<file path="config.mk">
export PLATFORM = sky130hd
export DESIGN_NAME = result_fifo
export DESIGN_NICKNAME = d
export VERILOG_FILES = /design/src/rtl/sa_pkg.sv /design/src/rtl/result_fifo_ctrl.sv /design/src/rtl/result_fifo.sv
export SDC_FILE = /design/constraint.sdc
export NUM_CORES = 1
export LEC_CHECK = 0
export CAP_MARGIN = 25
export CORE_MARGIN = 5
export CORE_UTILIZATION = 60
export CTS_BUF_LIST = sky130_fd_sc_hd__clkbuf_8 sky130_fd_sc_hd__clkbuf_16
export DETAILED_ROUTE_END_ITERATION = 10
export PLACE_DENSITY_LB_ADDON = 0.05
export SLEW_MARGIN = 15
export SYNTH_ARGS = -nofsm -noshare
export SYNTH_HDL_FRONTEND = slang
export SYNTH_SLANG_ARGS = --single-unit
</file>
<file path="constraint.sdc">
create_clock -name clk -period 4.9 [get_ports clk]
set_clock_uncertainty 0.15 [all_clocks]
set_input_delay 1.47 -clock clk [delete_from_list [all_inputs] [get_ports clk]]
set_output_delay 1.47 -clock clk [all_outputs]
set_load 0.03 [all_outputs]
</file>
<file path="src/rtl/sa_pkg.sv">
// ============================================================================
// Module   : sa_pkg
// Brief    : Shared constants and helpers for the systolic-array result path.
// Revision : 1.0 - initial release
// ============================================================================
`default_nettype none

package sa_pkg;

    localparam int BF16_W = 16;

    // Occupancy needs one extra bit so that a completely full buffer (DEPTH) is representable.
    function automatic int count_width(input int depth);
        return $clog2(depth) + 1;
    endfunction

endpackage

`default_nettype wire

</file>
<file path="src/rtl/result_fifo_ctrl.sv">
// ============================================================================
// Module   : result_fifo_ctrl
// Brief    : Pointer, occupancy, full/empty and sticky-overflow control.
// Revision : 1.0 - initial release
// ============================================================================
`default_nettype none

module result_fifo_ctrl
    import sa_pkg::*;
#(
    parameter int DEPTH = 4
) (
    input  logic                          clk,
    input  logic                          clr,
    input  logic                          flush,
    input  logic                          in_valid,
    input  logic                          out_ready,
    output logic                          wr_en,
    output logic [$clog2(DEPTH)-1:0]      wr_ptr,
    output logic [$clog2(DEPTH)-1:0]      rd_ptr,
    output logic [count_width(DEPTH)-1:0] count,
    output logic                          full,
    output logic                          empty,
    output logic                          overflow
);

    localparam int c_AW = $clog2(DEPTH);
    localparam int c_CW = count_width(DEPTH);

    logic [c_AW-1:0] r_wr_ptr;
    logic [c_AW-1:0] r_rd_ptr;
    logic [c_CW-1:0] r_count;
    logic            r_overflow;

    logic w_full;
    logic w_empty;
    logic w_push;
    logic w_pop;

    assign w_full  = (r_count == c_CW'(DEPTH));
    assign w_empty = (r_count == '0);
    assign w_push  = in_valid && !w_full;
    assign w_pop   = out_ready && !w_empty;

    // Pointers wrap on their own because DEPTH is a power of two.
    always_ff @(posedge clk or posedge clr) begin
        if (clr) begin
            r_wr_ptr   <= '0;
            r_rd_ptr   <= '0;
            r_count    <= '0;
            r_overflow <= 1'b0;
        end else if (flush) begin
            r_wr_ptr   <= '0;
            r_rd_ptr   <= '0;
            r_count    <= '0;
            r_overflow <= 1'b0;
        end else begin
            if (w_push) r_wr_ptr <= r_wr_ptr + 1'b1;
            if (w_pop)  r_rd_ptr <= r_rd_ptr + 1'b1;
            if (w_push && !w_pop)
                r_count <= r_count + 1'b1;
            else if (w_pop && !w_push)
                r_count <= r_count - 1'b1;
            if (in_valid && w_full)
                r_overflow <= 1'b1;
        end
    end

    assign wr_en    = w_push && !flush;
    assign wr_ptr   = r_wr_ptr;
    assign rd_ptr   = r_rd_ptr;
    assign count    = r_count;
    assign full     = w_full;
    assign empty    = w_empty;
    assign overflow = r_overflow;

endmodule

`default_nettype wire

</file>
<file path="src/rtl/result_fifo.sv">
// ============================================================================
// Module   : result_fifo
// Brief    : DEPTH-entry result FIFO with valid/ready handshake and overflow flag.
// Revision : 1.0 - initial release
// ============================================================================
`default_nettype none

module result_fifo
    import sa_pkg::*;
#(
    parameter int WIDTH = BF16_W,
    parameter int DEPTH = 4
) (
    input  logic                          clk,
    input  logic                          clr,
    input  logic                          flush,
    input  logic                          in_valid,
    input  logic [WIDTH-1:0]              in_data,
    output logic                          in_ready,
    output logic                          out_valid,
    output logic [WIDTH-1:0]              out_data,
    input  logic                          out_ready,
    output logic [count_width(DEPTH)-1:0] count,
    output logic                          full,
    output logic                          empty,
    output logic                          overflow
);

    localparam int c_AW = $clog2(DEPTH);

    logic [WIDTH-1:0] r_mem [DEPTH];
    logic             w_wr_en;
    logic [c_AW-1:0]  w_wr_ptr;
    logic [c_AW-1:0]  w_rd_ptr;
    logic             w_full;
    logic             w_empty;

    result_fifo_ctrl #(
        .DEPTH (DEPTH)
    ) u_ctrl (
        .clk       (clk),
        .clr       (clr),
        .flush     (flush),
        .in_valid  (in_valid),
        .out_ready (out_ready),
        .wr_en     (w_wr_en),
        .wr_ptr    (w_wr_ptr),
        .rd_ptr    (w_rd_ptr),
        .count     (count),
        .full      (w_full),
        .empty     (w_empty),
        .overflow  (overflow)
    );

    always_ff @(posedge clk or posedge clr) begin
        if (clr) begin
            for (int i = 0; i < DEPTH; i++)
                r_mem[i] <= '0;
        end else if (w_wr_en) begin
            r_mem[w_wr_ptr] <= in_data;
        end
    end

    // Stale entries stay in the array after a pop or flush, so the read port is gated when empty.
    assign out_data  = w_empty ? '0 : r_mem[w_rd_ptr];
    assign out_valid = !w_empty;
    assign in_ready  = !w_full;
    assign full      = w_full;
    assign empty     = w_empty;

endmodule

`default_nettype wire

</file>
* After elaboration in Yosys (flattened, before gate mapping) *
Index checks and enable logic that the tools add are counted.

cells by class
  $add $sub $neg = 4
  $lt $le $gt $ge = 3
  equal/unequal tests = 1
  multiplexer cells = 16
  bitwise logic cells = 2
  reduce and logical (&&, ||, !) cells = 17

operator list
  operator             number
  $bwmux 64            1
  $mux 16              4
  $bmux 16 s2          1
  $demux 16 s2         1
  $mux 3               3
  $mux 2               4
  $logic_and 1x1->1    7
  $ge 3x3->1 const B   2
  $not 2->3            2
  $reduce_bool 2->1    3
  $logic_not 1->1      5
  $add 2x1->2 const B  2
  $add 3x1->3 const B  1
  $eq 3x3->1 const B   1
  $logic_not 3->1      1
  $lt 3x1->1 const B   1
  $reduce_bool 3->1    1
  $sub 3x1->3 const B  1
  $mux 1               2

word-level totals
  register bits after elaboration = 72
  word-level logic and storage cells = 51

* Logic depth before layout (Yosys ltp) *
Gate-level depths: netlist of the first run.

  depth after elaboration = 8
  mapped depth = 9

* Modules after synthesis *
Synthesis of the first run repeated with hierarchy kept, for this count alone.

second synthesis, totals
  cells, all modules = 261
  area total of the unflattened synthesis = 3468.3 sq um

modules (own cells, without submodules)
  module            times used  cells an instance  area an instance (sq um)  seq. area each (sq um)
  result_fifo       1           197                2890.3                    1601.5
  result_fifo_ctrl  1           64                 578.1                     200.2

* Least setup slack after synthesis of the first run *
Ideal clock, no wire load.

  path kind = register to output
  start point = reg u_ctrl.r_count[0], in the netlist u_ctrl.count[0]
  end point = out out_valid
  data arrival time = 2047 ps
  slack = 1233 ps
  stages on the path, launching flop included = 5
  path buffers = 2
  cell sequence = dfrtp_1 buf_6 nor3_1 clkbuf_1 inv_1

between the ends
  cells in the longest elaborated chain, start to end = 2

ends and longest elaborated chain
  element                   RTL line                text
  start: declaration        result_fifo_ctrl.sv:32  logic [c_CW-1:0] r_count;
  start signal: assignment  result_fifo_ctrl.sv:61  r_count <= r_count + 1'b1;
  start signal: assignment  result_fifo_ctrl.sv:63  r_count <= r_count - 1'b1;
  $logic_not 3->1           result_fifo_ctrl.sv:41  assign w_empty = (r_count == '0);
  named net empty           result_fifo.sv:25       output logic empty,
  $logic_not 1->1           result_fifo.sv:66       assign out_valid = !w_empty;
  end: declaration          result_fifo.sv:20       output logic out_valid,

The timed path passes the listed nets, and every way through them passes these cells.

* Worst setup path after layout of the first run *
  start point = reg u_ctrl.r_rd_ptr[1], in the netlist u_ctrl.rd_ptr[1]
  end point = out out_data[7]

between the ends
  cells in the longest elaborated chain, start to end = 5

ends and longest elaborated chain
  element                                      RTL line                text
  start: declaration                           result_fifo_ctrl.sv:31  logic [c_AW-1:0] r_rd_ptr;
  start signal: assignment                     result_fifo_ctrl.sv:59  if (w_pop) r_rd_ptr <= r_rd_ptr + 1'b1;
  $not 2->3 (not written as such)              result_fifo.sv:65       assign out_data = w_empty ? '0 : r_mem[w_rd_ptr];
  $bmux 16 s2                                  result_fifo.sv:65
  $mux 16 (not written as such) (2 in series)  result_fifo.sv:65
  $mux 16                                      result_fifo.sv:65
  end: declaration                             result_fifo.sv:21       output logic [WIDTH-1:0] out_data,

No other way between the ends. The select of a mux whose other input is x is not followed.

==> results.ini, run 1 <==
[grt]
gr-usage-all-layers=0.195
antenna_found_initial=0
grt-ovfl-total=0
grt_pass1_wl_um=11300
met3_usage=0.0345
top_usage_layer=met2
grt_pass1_vias=2195
grt_max_degree=33
use_met1=0.270
use_met2=0.300

[timing]
period_minus_slack_ps=4200
max_freq_mhz=238
grt_setup_unrepaired=no
setup_violations=0
fin_ws_ps=696
hold_violations=0
finalCritPeriodShare=0.858
final.setup.tns_ps=0
finalMaxSlewViolations=0
slew_headroom=0.618
hold_ws_ps=356
worst_pin_slew_ps=574

[worst_setup_path]
criticalPathCategory=reg -> out
end_kind=output port
start_kind=register
cp_slowest_cell=dfrtp_1
path_cells=buf_4, mux4_2, nor2b_1, clkdlybuf4s50_1
required_ps=3280
cp.arrival_ps=2580
cp_max_fo=10
slowest_delay_ps=710

[drt]
viasPerCell=5.72
drtPass1Iterations=4
via_count=2075
drc_errors=0
final_antenna_net_count=0
wl_per_cell_um=18.7
drt-total-wl_um=6800
drt-initial-drc-count=90

[die]
dieHeight_um=88.5
rows=28
die_x_um=88.5
start_util=0.621
coreArea_um2=5960
die_area_um2=7840
io_pins=45

[status]
status=completed

[clock_tree]
clock_latency_ps=340
cts_hold_buffers=0
cts_resized=0
cts.sinks=72
ctsRootBufferMaster=clkbuf_8
cts_tree=done
h-tree-depth=3
clockBufferDepth=2
postCtsSetupRepairBufs=0
path_clk_slew_ps=70
cts_buffers=9

[placement]
io_buffers=44
gp_congestion=0.781
dp_slack_ps=1020
dp_hpwl_um=4630

[pwr]
ir_drop_v=0.000384
power.leakage_nw=2.00
p_per_area_nw_per_um2=619
power_mw=2.70

[logic_synthesis]
synth_top_family_by_area=multiplexers
post_synth_and_or_nand_nor_area_fraction=0.0761
synth-main-ff-cell=dfrtp_1
synth_seq_cells=72
synthXorXnorAreaFrac=0.00473
synth.avg_cell_area_um2=15.6
synth_cell_types=30
synth-warning-count=0
synthArstFlopShare=1.00
synth_compound_area_frac=0.0227
synth-seq-area-share=0.487
syn-instance-count=237
synth_edf_count=0
synth_mux_area_frac=0.341
synth_fa_ha_area_frac=0.0189
syn_area_um2=3700
syn-num-nets=263

[layout]
layout.nets=309
diodes=0
syn2layout_area_growth_pct=17.7
final_core_util=0.732
layout-drive-gt1-share=0.382

[hold_path]
hold_path.class=reg -> reg

[run]
maxCapViolCount=0

[area by class of cell]
| type | instances | area, um^2 |
|---|---|---|
| multi-input combinational | 141 | 1720 |
| clock inverter | 7 | 96.3 |
| inverter | 9 | 33.8 |
| sequential | 72 | 1800 |
| fill | 407 | 1600 |
| timing repair buffer | 50 | 485 |
| clock buffer | 9 | 124 |
| tap | 75 | 93.8 |
[metal layers]
layer | up-vias | share of wire | routed length [um]
met3 | 12 | 0.040 | 270
met2 | 47 | 0.49 | 3350
met1 | 1064 | 0.45 | 3050
met4 | 0 | 0.019 | 128
met5 | - | 0 | 0
li1 | 952 | - | -
[placed cells by master (no fill, tap or decap), drive strengths merged, types with 2 or more instances in the layout]
master	instances
nor2	10
xor2	2
clkinv	2
ha	4
inv	9
clkdlybuf4s50	44
dfrtp	72
clkbuf	9
buf	6
a21oi	3
o21ai	4
mux4	16
clkinvlp	3
mux2	66
nand3	2
nor2b	17
bufinv	2
nand4b	4
nor3	2
[path summary, 6_finish.rpt]
kind	cells after the start	slack (ps)	startpoint	end
max	4	700	u_ctrl.rd_ptr[1]$_DFFE_PP0P_	out_data[7]
min	1	360	r_mem[26]$_DFFE_PP0P_	r_mem[26]$_DFFE_PP0P_
max reg2reg	6	2340	u_ctrl.count[0]$_DFFE_PP0P_	u_ctrl.count[2]$_DFFE_PP0P_
min reg2reg	1	360	r_mem[26]$_DFFE_PP0P_	r_mem[26]$_DFFE_PP0P_
max in group asynchronous	3	2570	clr	r_mem[42]$_DFFE_PP0P_
min in group asynchronous	2	1290	clr	r_mem[32]$_DFFE_PP0P_
[cells by family (layout without fill, tap and decap cells)]
logic type               Yosys count  count (layout)
multiplexers                      83              83
flip-flops                        72              72
AND/OR/NAND/NOR                   38              38
buffers and inverters             24              75
AO/OA/AOI/OAI                     13              13
adder cells (fa/ha/maj)            5               5
XOR/XNOR                           2               2
[report_power, final]
group / switching, mW / internal [mW]
combinational: 0.525 / 0.676
clock: 0.229 / 0.286
sequential: 0.158 / 0.823
[flip-flops by register name, summed over array words and instances (netlist names)]
| register | flops |
|---|---|
| u_ctrl.wr_ptr | 2 |
| u_ctrl.overflow | 1 |
| r_mem | 64 |
| u_ctrl.count | 3 |
| u_ctrl.rd_ptr | 2 |
[worst max-delay path: cells and delay by family, from the launching register on]
kind	cells	cell delay (ps)
buffers and inverters	2	900
DFF	1	710
muxes	1	500
and+or+nand+nor	1	140
[cell usage after synthesis (2+ instances only)]
library cell | number | area share
o21ai_0 | 4 | 0.0054
clkbuf_1 | 3 | 0.0030
dfrtp_1 | 72 | 0.49
nor2b_1 | 17 | 0.029
buf_12 | 4 | 0.022
a21oi_1 | 3 | 0.0041
buf_2 | 4 | 0.0054
buf_4 | 2 | 0.0041
nor3_1 | 2 | 0.0027
mux4_2 | 16 | 0.097
nand3_1 | 2 | 0.0027
mux2_2 | 26 | 0.079
nor2_1 | 10 | 0.010
xor2_1 | 2 | 0.0047
ha_1 | 4 | 0.014
mux2_4 | 40 | 0.16
inv_1 | 9 | 0.0091
nand4b_4 | 4 | 0.026
buf_6 | 2 | 0.0061
[per-stage QoR]
stage	instances	instance area (um^2)
finish	363	4360
CTS	363	4360
global route	363	4360
floorplan	237	3700
global placement	347	4140
detailed placement	347	4140
(Power assumes the default switching activity.)
==> run 2: changes to the inputs <==
Settings changed: CAP_MARGIN 25 to unset, CORE_UTILIZATION 60 to 50.
==> run 2 against run 1 <==
Net effect: register-to-register slack better by 20 ps; core utilization is 13 points lower; final cell count is 6.6% higher; via count is 0.72% lower; critical endpoint is now out_data[4]; largest cell class unchanged.
==> results.ini, run 2 (synthesis results as in run 1) <==
[status]
status=completed

[grt]
grt_pass1_vias=2286  ; +4.1%
gr-usage-all-layers=0.173  ; -0.0211
grt_pass1_wl_um=11700  ; +4.0%
antenna_found_initial=0  ; unchanged
grt-ovfl-total=0  ; unchanged
grt_max_degree=40  ; +21%

[timing]
hold_ws_ps=351  ; -4.40 ps
setup_violations=0  ; unchanged
hold_violations=0  ; unchanged
finalMaxSlewViolations=0  ; unchanged
max_freq_mhz=243  ; +2.3%
worst_pin_slew_ps=510  ; -63.6 ps
grt_setup_unrepaired=no
slew_headroom=0.660  ; +0.0424
period_minus_slack_ps=4110  ; -96.0 ps
final.setup.tns_ps=0  ; unchanged
finalCritPeriodShare=0.838  ; -0.0196

[worst_setup_path]
path_cells=buf_4, mux4_2, nor2b_1, clkdlybuf4s50_1
cp_slowest_cell=dfrtp_1
crit_family=buffers and inverters
end_kind=output port
cp.arrival_ps=2490  ; -90 ps
criticalPathCategory=reg -> out
required_ps=3280  ; about the same
slowest_delay_ps=590  ; -120 ps
cp_max_fo=11  ; +1
start_kind=register
cp_num_buf_inv=2  ; unchanged

[drt]
via_count=2060  ; -0.72%
wl_per_cell_um=18.0  ; -3.8%
final_antenna_net_count=0  ; unchanged
drt-total-wl_um=6970  ; +2.5%
viasPerCell=5.32  ; -6.9%
drtPass1Iterations=4  ; unchanged
drt-initial-drc-count=62  ; -31%
drc_errors=0  ; unchanged

[layout]
largest_reg_flops=64  ; unchanged
fillers=604  ; +48%
final_common_cell=dfrtp_1
layout.nets=309  ; unchanged
top_register=r_mem
syn2layout_area_growth_pct=18.0
layout-drive-gt1-share=0.375  ; -0.00694
diodes=0  ; unchanged
layout_common_cells=dfrtp_1 (72), clkdlybuf4s50_1 (44), mux2_4 (40)

[clock_tree]
cts_hold_buffers=0  ; unchanged
postCtsSetupRepairBufs=0  ; unchanged
cts_resized=0  ; unchanged
cts_tree=done
clockBufferDepth=2  ; unchanged
path_clk_slew_ps=70  ; about the same
clock_latency_ps=350  ; about the same
h-tree-depth=3  ; unchanged
cts.sinks=72  ; unchanged
ctsRootBufferMaster=clkbuf_8
cts_buffers=9  ; unchanged

[die]
die_x_um=96.0  ; +8.5%
die_area_um2=9220  ; +18%
io_pins=45  ; unchanged
coreArea_um2=7210  ; +21%
start_util=0.513  ; -0.108
rows=31  ; +11%
dieHeight_um=96.0  ; +8.5%

[pwr]
ir_drop_v=0.000261  ; -32%
p_per_area_nw_per_um2=606  ; -2.2%
power.leakage_nw=2.01  ; +0.51%
power_mw=2.64  ; -2.0%

[placement]
io_buffers=44  ; unchanged
dp_hpwl_um=4540  ; -1.9%
gp_congestion=0.752  ; -3.7%

[run]
maxCapViolCount=0  ; unchanged

[hold_path]
hold_path.class=reg -> reg

-- run 2: cell count changes in the layout (fill, tap and decap cells not counted), sizes merged --
cell and change:
bufinv -1, inv +2, clkbuf +2, clkinvlp -3
-- run 2: tightest hold or removal path: stages, from the launching register on --
cell and delay (ps):
dfrtp_1 350, a21oi_1 40, nor2_1 70
-- run 2: per-layer routing --
layer	routed length [um]	share of wire	GRT usage
met1	3200	0.46	0.230
met2	3360	0.48	0.276
met3	334	0.048	0.0485
met4	78	0.011	0.0569
met5	0	0	0
-- run 2: area by class of cell --
cell class / count / area, um^2 / share of cell area
clock inverters: 5 / 47.5 / 0.0109
clock buffers: 11 / 151 / 0.0347
flip-flops and latches: 72 / 1800 / 0.413
well taps: 99 / 124 / 0.0284
repair buffers: 50 / 485 / 0.111
multi-input cells: 141 / 1720 / 0.394
inverters: 9 / 33.8 / 0.00774
-- run 2: worst paths after layout --
| path | end | slack [ps] | cells after the start | startpoint |
|---|---|---|---|---|
| max | out_data[4] | 790 | 4 | u_ctrl.rd_ptr[0]$_DFFE_PP0P_ |
| min | u_ctrl.overflow$_DFFE_PP0P_ | 350 | 2 | u_ctrl.overflow$_DFFE_PP0P_ |
| max reg2reg | u_ctrl.count[2]$_DFFE_PP0P_ | 2360 | 7 | u_ctrl.count[0]$_DFFE_PP0P_ |
| min reg2reg | u_ctrl.overflow$_DFFE_PP0P_ | 350 | 2 | u_ctrl.overflow$_DFFE_PP0P_ |
| max in group asynchronous | r_mem[61]$_DFFE_PP0P_ | 2570 | 3 | clr |
| min in group asynchronous | r_mem[11]$_DFFE_PP0P_ | 1220 | 2 | clr |
-- run 2: metrics by stage --
step                 util  cell area [um^2]  worst slack, ps  cells
CTS                 0.605              4370              744    387
global placement    0.578              4170             1150    371
floorplan               -              3700             1230    237
global route        0.605              4370              674    387
detailed placement  0.578              4170             1130    371
finish              0.605              4370              792    387
-- run 2: report_power, final --
| group | switching [mW] | internal, mW | total [mW] |
|---|---|---|---|
| registers | 0.147 | 0.824 | 0.971 |
| logic | 0.529 | 0.675 | 1.20 |
| clock network | 0.212 | 0.258 | 0.469 |
| total | 0.888 | 1.76 | 2.64 |
==> run 3: changes to the inputs <==
Clock period 4.9 ns to 3.5 ns, I/O delays scaled along.
==> run 3 against run 2 <==
Net effect: global-route usage down 0.96 points; register-to-register slack worse by 1100 ps; final cell count up 1.0%; critical path type unchanged; highest routed layer unchanged.
==> results.ini, run 3 (synthesis results as in run 1) <==
[drt]
drt-total-wl_um=6900  ; -1.0%
final_antenna_net_count=0  ; unchanged
wl_per_cell_um=17.6  ; -2.0%
viasPerCell=5.40  ; +1.4%
drc_errors=0  ; unchanged
via_count=2110  ; +2.4%
drtPass1Iterations=4  ; unchanged
drt-initial-drc-count=34  ; -45%

[timing]
fin_ws_ps=152  ; -640 ps
max_freq_mhz=299
worst_pin_slew_ps=476  ; -33.7 ps
finalMaxSlewViolations=0  ; unchanged
setup_violations=0  ; unchanged
grt_setup_unrepaired=no
final.setup.tns_ps=0  ; unchanged
hold_violations=0  ; unchanged
slew_headroom=0.682  ; +0.0220
finalCritPeriodShare=0.957
period_minus_slack_ps=3350

[placement]
io_buffers=44  ; unchanged
dp_hpwl_um=4470  ; -1.5%
gp_congestion=0.717  ; -4.6%
dp_slack_ps=292  ; -838 ps

[grt]
use_met1=0.240  ; +0.0106
antenna_found_initial=0  ; unchanged
grt-ovfl-total=0  ; unchanged
grt_pass1_vias=2177  ; -4.8%
met3_usage=0.0321  ; -0.0164
grt_max_degree=58  ; +45%
top_usage_layer=met2
use_met2=0.243  ; -0.0334
gr-usage-all-layers=0.164  ; -0.00965
grt_pass1_wl_um=11400  ; -2.8%

[clock_tree]
h-tree-depth=3  ; unchanged
cts.sinks=72  ; unchanged
cts_tree=done
cts_hold_buffers=0  ; unchanged
ctsRootBufferMaster=clkbuf_8
clockBufferDepth=2  ; unchanged
clock_latency_ps=330  ; -20 ps
path_clk_slew_ps=70  ; about the same
cts_buffers=9  ; unchanged

[worst_setup_path]
cp.arrival_ps=2150  ; -340 ps
cp_max_fo=9  ; -2
required_ps=2300  ; -980 ps
criticalPathCategory=reg -> out
startpoint=u_ctrl.rd_ptr[0]$_DFFE_PP0P_
end_kind=output port
r2r_start=u_ctrl.count[0]$_DFFE_PP0P_
start_kind=register

[layout]
diodes=0  ; unchanged
ff_latch_area_um2=1800  ; about the same
multiInputGateArea_um2=1720  ; unchanged
layout_common_cells=dfrtp_1 (71), mux2_4 (40), clkdlybuf4s50_1 (37)
syn2layout_area_growth_pct=20.7
top_register=r_mem
layout-drive-gt1-share=0.394  ; +0.0188
fillers=555  ; -8.1%
largest_reg_flops=64  ; unchanged
final_common_cell=dfrtp_1
layout.nets=313  ; +1.3%

[die]
coreArea_um2=7210  ; unchanged
die_x_um=96.0  ; unchanged
rows=31  ; unchanged
io_pins=45  ; unchanged
dieHeight_um=96.0  ; unchanged
die_area_um2=9220  ; unchanged
start_util=0.513  ; unchanged

[pwr]
p_per_area_nw_per_um2=854  ; +41%
ir_drop_v=0.000378  ; +45%
power.leakage_nw=2.14  ; +6.5%
power_mw=3.81  ; +44%

[hold_path]
hold_path.class=reg -> reg
min_from=r_mem[27]$_DFFE_PP0P_

[run]
maxCapViolCount=0  ; unchanged

[status]
status=completed

==> run 3: changes by cell type in the layout (fill, tap and decap cells not counted) <==
cell             previous run  this run
clkdlybuf4s50_1            44        37
dlymetal6s2s_1              0         7
buf_4                       6         9
clkinv_2                    2         0
clkinvlp_4                  0         2
inv_1                      10         8
buf_12                      0         1
bufinv_16                   1         2
clkbuf_8                   11        12
dfrtp_1                    72        71
dfrtp_2                     0         1
==> run 3: area by class of cell <==
type	count	share of cell area
multi-input combinational	141	0.385
clock inverter	4	0.0168
inverter	9	0.00756
sequential	72	0.404
timing repair buffer	54	0.122
tap	99	0.0277
clock buffer	12	0.0370
==> run 3: path summary, 6_finish.rpt <==
path	endpoint	slack, ps	depth (start not counted)
max in group asynchronous	u_ctrl.rd_ptr[0]$_DFFE_PP0P_	1710	3
min in group asynchronous	r_mem[26]$_DFFE_PP0P_	850	2
setup / recovery	out_data[13]	150	4
hold reg to reg	r_mem[27]$_DFFE_PP0P_	360	1
hold / removal	r_mem[27]$_DFFE_PP0P_	360	1
setup reg to reg	u_ctrl.count[2]$_DFFE_PP0P_	1220	7
==> run 3: report_power, final <==
group | internal, mW | leakage, nW | switching (mW)
sequential | 1.15 | 0.910 | 0.210
combinational | 0.950 | 1.11 | 0.733
clock | 0.460 | 0.115 | 0.308
total | 2.56 | 2.14 | 1.25
==> run 3: metal layers <==
| layer | part of all wire | wire length [um] |
|---|---|---|
| met5 | 0 | 0 |
| met4 | 0.0075 | 52 |
| met3 | 0.040 | 276 |
| met2 | 0.47 | 3240 |
| met1 | 0.48 | 3330 |
==> run 3: through the flow <==
stage,std cells,cell area (um^2),util,hold slack [ps]
global route,391,4470,0.619,370
detailed placement,375,4210,0.583,342
CTS,391,4450,0.617,361
floorplan,237,3700,-,324
global placement,375,4210,0.583,334
finish,391,4470,0.619,357
==> run 3: timing repair <==
item / in CTS / in global routing
gates resized for setup: 1 / 7
buffers inserted: 0 / 0
gates cloned: 0 / 0
setup endpoints to repair: 15 / 7
==> run 3: worst max-delay path, stage by stage, from the launching register on <==
cell and delay [ps]:
dfrtp_2 540, buf_4 250, mux4_2 290, nor2b_1 140
clkdlybuf4s50_1 590
